## config.mk

```make
export PLATFORM = sky130hd
export DESIGN_NAME = mem_arbiter
export DESIGN_NICKNAME = d
export VERILOG_FILES = /design/src/rtl/mem_arbiter_pkg.sv /design/src/rtl/mem_arbiter_starve_ctr.sv /design/src/rtl/mem_arbiter.sv
export SDC_FILE = /design/constraint.sdc
export NUM_CORES = 1
export LEC_CHECK = 0
export CAP_MARGIN = 10
export CORE_AREA = 4 4 100 102
export DETAILED_ROUTE_END_ITERATION = 10
export DIE_AREA = 0 0 104 106
export GPL_ROUTABILITY_DRIVEN = 0
export SYNTH_ARGS = -nofsm -noshare
export SYNTH_HDL_FRONTEND = slang
export SYNTH_HIERARCHICAL = 1
export SYNTH_SLANG_ARGS = --single-unit
```

## constraint.sdc

```tcl
create_clock -name clk -period 3.1 [get_ports clk]
set_clock_uncertainty 0.05 [all_clocks]
set_input_delay 0.62 -clock clk [delete_from_list [all_inputs] [get_ports clk]]
set_output_delay 0.62 -clock clk [all_outputs]
set_load 0.03 [all_outputs]
```

## src/rtl/mem_arbiter_pkg.sv

```systemverilog
// Shared CPU package: owner-state encoding and arbitration defaults for the
// single-ported memory arbiter.
package mem_arbiter_pkg;

  // Default bound on consecutive contested cycles that fetch may lose.
  localparam int STARVE_MAX_DEFAULT = 3;

  // Which side owns the read data returning from memory this cycle.
  typedef enum logic [1:0] {
    OWN_NONE    = 2'd0,
    OWN_DATA_RD = 2'd1,
    OWN_INST_RD = 2'd2
  } owner_e;

  // Counter width able to hold 0..max_v; never narrower than one bit.
  function automatic int cnt_width(input int max_v);
    return (max_v < 1) ? 1 : $clog2(max_v + 1);
  endfunction

endpackage

```

## src/rtl/mem_arbiter_starve_ctr.sv

```systemverilog
// Starvation counter: counts consecutive contested cycles lost by fetch and
// flags when fetch must be given the next contested slot.
module mem_arbiter_starve_ctr
  import mem_arbiter_pkg::*;
#(
  parameter int STARVE_MAX = STARVE_MAX_DEFAULT
) (
  input  logic clk,
  input  logic rst,
  input  logic data_won,   // contested cycle resolved in favour of data
  input  logic fetch_won,  // any fetch grant
  output logic at_max
);

  localparam int W = cnt_width(STARVE_MAX);
  localparam logic [W-1:0] MAX_C = W'(STARVE_MAX);

  logic [W-1:0] cnt_r;
  logic [W-1:0] cnt_nxt_s;
  logic         at_max_s;

  // Saturating compare: fetch wins the contested slot once the bound is hit.
  always_comb begin
    at_max_s  = (cnt_r == MAX_C);
    cnt_nxt_s = cnt_r;
    if (fetch_won) begin
      cnt_nxt_s = {W{1'b0}};
    end else if (data_won && !at_max_s) begin
      cnt_nxt_s = cnt_r + {{(W-1){1'b0}}, 1'b1};
    end else begin
      cnt_nxt_s = cnt_r;
    end
  end

  // Counter register, cleared asynchronously by reset.
  always_ff @(posedge clk or posedge rst) begin
    if (rst) begin
      cnt_r <= {W{1'b0}};
    end else begin
      cnt_r <= cnt_nxt_s;
    end
  end

  assign at_max = at_max_s;

endmodule

```

## src/rtl/mem_arbiter.sv

```systemverilog
// Two-client arbiter in front of one synchronous memory port. Data (MEM stage)
// normally wins; fetch is guaranteed a slot after STARVE_MAX contested losses.
// Grants are combinational; read data returns one cycle later to the owner.
module mem_arbiter
  import mem_arbiter_pkg::*;
#(
  parameter int STARVE_MAX = STARVE_MAX_DEFAULT
) (
  input  logic        clk,
  input  logic        rst,
  input  logic        d_req,
  input  logic        d_we,
  input  logic [31:2] d_addr,
  input  logic [31:0] d_din,
  output logic        d_gnt,
  output logic        d_valid,
  output logic [31:0] d_dout,
  input  logic        i_req,
  input  logic [31:2] i_addr,
  output logic        i_gnt,
  output logic        i_valid,
  output logic [31:0] i_dout,
  output logic [31:2] mem_addr,
  output logic [31:0] mem_din,
  output logic        mem_en,
  output logic        mem_we,
  input  logic [31:0] mem_dout,
  output logic        stall
);

  owner_e owner_r;
  owner_e owner_nxt_s;

  logic d_gnt_s;
  logic i_gnt_s;
  logic data_won_s;
  logic at_max_s;

  mem_arbiter_starve_ctr #(
    .STARVE_MAX(STARVE_MAX)
  ) u_starve_ctr (
    .clk      (clk),
    .rst      (rst),
    .data_won (data_won_s),
    .fetch_won(i_gnt_s),
    .at_max   (at_max_s)
  );

  // Grant decision and shared-port steering for the current cycle.
  always_comb begin
    i_gnt_s    = i_req & (~d_req | at_max_s);
    d_gnt_s    = d_req & ~i_gnt_s;
    data_won_s = d_gnt_s & i_req;
    mem_en     = d_gnt_s | i_gnt_s;
    mem_we     = d_gnt_s & d_we;
    if (d_gnt_s) begin
      mem_addr = d_addr;
      mem_din  = d_din;
    end else if (i_gnt_s) begin
      mem_addr = i_addr;
      mem_din  = 32'h0000_0000;
    end else begin
      mem_addr = 30'h0000_0000;
      mem_din  = 32'h0000_0000;
    end
  end

  // Next owner: whichever side issued a read this cycle; writes return nothing.
  always_comb begin
    owner_nxt_s = OWN_NONE;
    if (d_gnt_s && !d_we) begin
      owner_nxt_s = OWN_DATA_RD;
    end else if (i_gnt_s) begin
      owner_nxt_s = OWN_INST_RD;
    end else begin
      owner_nxt_s = OWN_NONE;
    end
  end

  // Owner register; reset drops any read in flight.
  always_ff @(posedge clk or posedge rst) begin
    if (rst) begin
      owner_r <= OWN_NONE;
    end else begin
      owner_r <= owner_nxt_s;
    end
  end

  // Route returning memory data to the owner; non-owners see zero.
  always_comb begin
    d_valid = 1'b0;
    d_dout  = 32'h0000_0000;
    i_valid = 1'b0;
    i_dout  = 32'h0000_0000;
    case (owner_r)
      OWN_DATA_RD: begin
        d_valid = 1'b1;
        d_dout  = mem_dout;
      end
      OWN_INST_RD: begin
        i_valid = 1'b1;
        i_dout  = mem_dout;
      end
      default: begin
        d_valid = 1'b0;
        i_valid = 1'b0;
      end
    endcase
  end

  assign d_gnt = d_gnt_s;
  assign i_gnt = i_gnt_s;
  assign stall = i_req & ~i_gnt_s;

endmodule

```

# Yosys cells after proc, flatten, opt, wreduce, memory -nomap -nowiden
# Index checks and enable logic that the tools add are counted.
[classes] n_addsub=1 eq_ne=3 n_mux=11 bitwise=9 reduce_logical=5
[ops] op="$mux W32" count=3
[ops] op="$mux W30" count=2
[ops] op="$mux W2" count=4
[ops] op="$and A1 B1 Y1" count=5
[ops] op="$eq A2 B2 Y1 const B" count=2
[ops] op="$add A2 B1 Y2 const B" count=1
[ops] op="$eq A2 B1 Y1 const B" count=1
[ops] op="$logic_and A1 B1 Y1" count=2
[ops] op="$logic_not A1 Y1" count=2
[ops] op="$mux W1" count=2
[ops] op="$not A1 Y1" count=2
[ops] op="$or A1 B1 Y1" count=2
[ops] op="$reduce_bool A2 Y1" count=1
[totals] ff_bits=4 in_bits=129 output_inout_bits=133

# Depth between registers and ports, before layout
[depth] ltp_word=9 ltp_mapped=7 ltp_nobuf=5

# Modules after synthesis
# The synthesis kept the hierarchy.
[by_module_without_submodules] mod="mem_arbiter" n_inst=1 cells_each=162 area_per_inst_um2=1187.4 seq_area_each_um2=50.0
[by_module_without_submodules] mod="mem_arbiter_starve_ctr" n_inst=1 cells_each=11 area_per_inst_um2=127.6 seq_area_each_um2=50.0

# Worst setup path after synthesis
# No wires, ideal clock.
[synth_timing] kind="input to output" start="input i_req" end="output mem_din[19]" arrival_ns=1.472 required_time_ns=2.430 slack_ns=0.958 path_stages=4 path_buffers=2 cell_sequence="buf_6 > a21boi_2 > buf_2 > and2_1"
[synth_between] elab_chain_cells=4
[synth_rtl] item="start, declared" line_no="mem_arbiter.sv:18" rtl="input logic i_req,"
[synth_rtl] item="$and A1 B1 Y1" line_no="mem_arbiter.sv:51" rtl="i_gnt_s = i_req & (~d_req | at_max_s);"
[synth_rtl] item="$not A1 Y1" line_no="mem_arbiter.sv:52" rtl="d_gnt_s = d_req & ~i_gnt_s;"
[synth_rtl] item="$and A1 B1 Y1" line_no="mem_arbiter.sv:52"
[synth_rtl] item="via d_gnt" line_no="mem_arbiter.sv:15" rtl="output logic d_gnt,"
[synth_rtl] item="$mux W32" line_no="mem_arbiter.sv:56" rtl="if (d_gnt_s) begin"
[synth_rtl] item="end, declared" line_no="mem_arbiter.sv:24" rtl="output logic [31:0] mem_din,"
# The timed path passes the listed nets, and every way through them passes these cells.

# Final worst setup path
[layout_timing] start="input i_req" end="output mem_addr[26] in the netlist's numbering"
[layout_between] elab_chain_cells=4 elab_cells_between_ends=5 classes_between="mux: 2; bitwise: 3"
[layout_rtl] item="$and A1 B1 Y1 (*)" line_no="mem_arbiter.sv:51"
[layout_rtl] item="$not A1 Y1" line_no="mem_arbiter.sv:52"
[layout_rtl] item="$and A1 B1 Y1" line_no="mem_arbiter.sv:52"
[layout_rtl] item="$mux W30 (*)" line_no="mem_arbiter.sv:56"
[layout_rtl] item="end, declared" line_no="mem_arbiter.sv:23" rtl="output logic [31:2] mem_addr,"
# Every way passes the cells marked *; elsewhere a longest branch is shown, timed or not.

==> run_results.csv <==
group,metric,value,unit
status,outcome,"completed",
timing,finalHoldViolCount,0,
finish,layout.nets,554,
worst_hold_path,min-delay-start,"u_starve_ctr/cnt_r[1]",
timing,fin_setup_tns,0,ps
worst_setup_path,reg2regPathDepth,5,
finish,layout-drive-gt1-share,18.96,%
detailed_routing,avgViaCountPerCell,4.263,
timing,max_freq,354.2,MHz
floorplanning,core-area,0.009109,mm²
global_route,grt_pass1_vias,2319,
place,io_buffers,261,
detailed_routing,wl,8968,µm
synth,synth_most_common_cell,"and2_1",
worst_hold_path,min_path_type,"reg -> reg",
detailed_routing,detail-route-antenna-nets,0,
synth,ys_types,18,
timing,tightest_slew,346.7,ps
synth,yosysTopAreaCellShare,47.10,%
cts,clock-sinks,4,
cts,ctsHtreeMaxLevel,1,
timing,period_needed,2823,ps
global_route,grt_pass1_wl,12790,µm
timing,rsz0062_at_grt,"no",
floorplanning,initial_core_util,14.44,%
cts,cts-root-buf,"clkbuf_8",
synth,async_flop_share,100.0,%
finish,syn2layout_area_growth,202.9,%
detailed_routing,num_vias,2272,
detailed_routing,firstDrtPassIters,4,
worst_setup_path,crit_type,"in -> out",
place,dpl.hpwl,7984,µm
place,dp_worst_setup_slack,254.0,ps
timing,setup_viol,0,
worst_hold_path,hold_path_end,"u_starve_ctr/cnt_r[1]",
worst_setup_path,cp.required,2430,ps
worst_setup_path,cp_data_arrival_time,2150,ps
detailed_routing,drt_iter0_markers,53,
synth,syn_nets,303,
cts,hold_buffers,0,
synth,synthCells,173,
global_route,antenna_found_initial,0,
global_route,grt_start_max_net_pins,42,
timing,timing.final.crit_share,91.06,%
cts,post_cts_buffers,0,
synth,synth_top_area_cell,"and2_1",
timing,finalMaxSlewViolations,0,
cts,worstSkewPairLatency,220,ps
synth,syn_avg_cell_area,7.601,µm²
synth,ys_ff_latch,4,
cts,clkTransAtPathRegs,30,ps
power,peakVddDrop,0.0001105,V
cts,clockBufferDepth,2,
detailed_routing,drc,0,
synth,yosysSeqAreaShare,7.612,%
synth,synth_area,0.001315,mm²
detailed_routing,avgRoutedWirePerCell,16.83,µm
synth,synth_common_cells,"and2_1, a32o_1, buf_6",
global_route,globalRouteOverflowTotal,0,
power,power.density,251.8,mW/mm²
worst_setup_path,cp-end-kind,"primary output",
worst_setup_path,regToRegSetupSlack,1400,ps
global_route,track_usage,14.50,%
timing,slew-limit-headroom,76.81,%
worst_setup_path,worstSetupStartpointType,"input pin",
floorplanning,chipHeight,106,µm
floorplanning,row_count,35,
cts,cts_tree,"yes",
worst_hold_path,min_delay_path_depth,2,
worst_setup_path,rr_endpoint,"u_starve_ctr/cnt_r[0]",
timing,fin_ws,277.1,ps
finish,num_antenna_cells,0,
finish,nFillCells,932,
run,drv_cap,0,
worst_setup_path,reg2reg_from,"u_starve_ctr/cnt_r[0]",
cts,cts_resized,0,
floorplanning,ioPinCount,262,
synth,synth-edff-count,0,
floorplanning,dieArea,0.01102,mm²
synth,synth_area_leaders,"and2_1, a32o_1, buf_6, dfrtp_1, clkbuf_1",
worst_setup_path,critical_path_peak_fanout,28,
floorplanning,dieWidth,104,µm
synth,yosysWarnings,6,
power,leakagePower,0.001645,µW
cts,numCtsBuffers,3,
synth,synth_flop_cell,"dfrtp_1",
layer usage:
layer	part of all wire (%)	global-route usage, %	vias up
met2	53	28.88	171
li1	-	-	1090
met1	36	14.89	1003
met5	0	0	-
met4	0.52	1.709	0
met3	11	5.100	8
kinds of logic after synthesis:
family | count (synthesis) | synth area share (%)
buf+inv | 24 | 12.94
mux | 1 | 1.141
compound gates | 32 | 24.07
flops | 4 | 7.612
simple gates | 111 | 53.28
fa+ha+maj | 1 | 0.9513
cell type report:
type	count	area (µm²)	area share, %
tap	111	138.9	3.486
sequential	4	100.1	2.513
inverter	3	11.26	0.2827
multi-input combinational	145	1052	26.41
clock buffer	3	41.29	1.036
timing repair buffer	267	2640	66.27
where the power goes:
part / total, µW / internal, µW / switching (µW) / leakage [µW]
combinational: 822 / 416 / 407 / 0.00157
sequential: 70.9 / 62.9 / 7.95 / 0.0000519
clock: 110 / 82.8 / 27.0 / 0.0000216
total: 1000 / 561 / 442 / 0.00165
per-stage QoR:
stage / util, % / area [µm²] / total power [µW] / cells / hold WS, ps
6_report: 43.74 / 3984 / 1003 / 533 / 517.9
5_1_grt: 43.74 / 3984 / 1062 / 533 / 543.3
4_1_cts: 43.74 / 3984 / 1020 / 533 / 525.2
3_5_place_dp: 43.28 / 3943 / 903.6 / 530 / 523.0
3_3_place_gp: 43.28 / 3943 / 898.5 / 530 / 496.6
2_1_floorplan: - / 1315 / 490.6 / 173 / 311.2
worst max path at each step:
stage | start | end | slack [ps] | cells past startpoint
2_1_floorplan | i_req | mem_din[19] | 960 | 4
3_3_place_gp | i_req | mem_addr[26] | 270 | 4
5_1_grt | i_req | mem_addr[30] | 170 | 5
6_report | i_req | mem_addr[26] | 280 | 4
3_5_place_dp | i_req | mem_addr[26] | 250 | 4
4_1_cts | i_req | mem_addr[26] | 250 | 4
critical path, stage by stage:
cell,delay (ps)
clkdlybuf4s50_1,660
buf_4,370
a32o_1,330
buf_12,150
state kept, by name (all words and copies together) (netlist names):
| register | count |
|---|---|
| owner_r | 2 |
| u_starve_ctr/cnt_r | 2 |
cell usage in the layout (no fill, tap or decap), drive strengths merged:
cell type / count
nand4bb: 1
a21boi: 1
and2: 99
o21ai: 1
mux2: 1
buf: 73
nand2b: 2
nor2b: 4
a32o: 30
or2: 1
clkbuf: 3
ha: 1
dfrtp: 4
clkdlybuf4s50: 194
and2b: 1
inv: 3
nor2: 3
(Power assumes the default switching activity.)
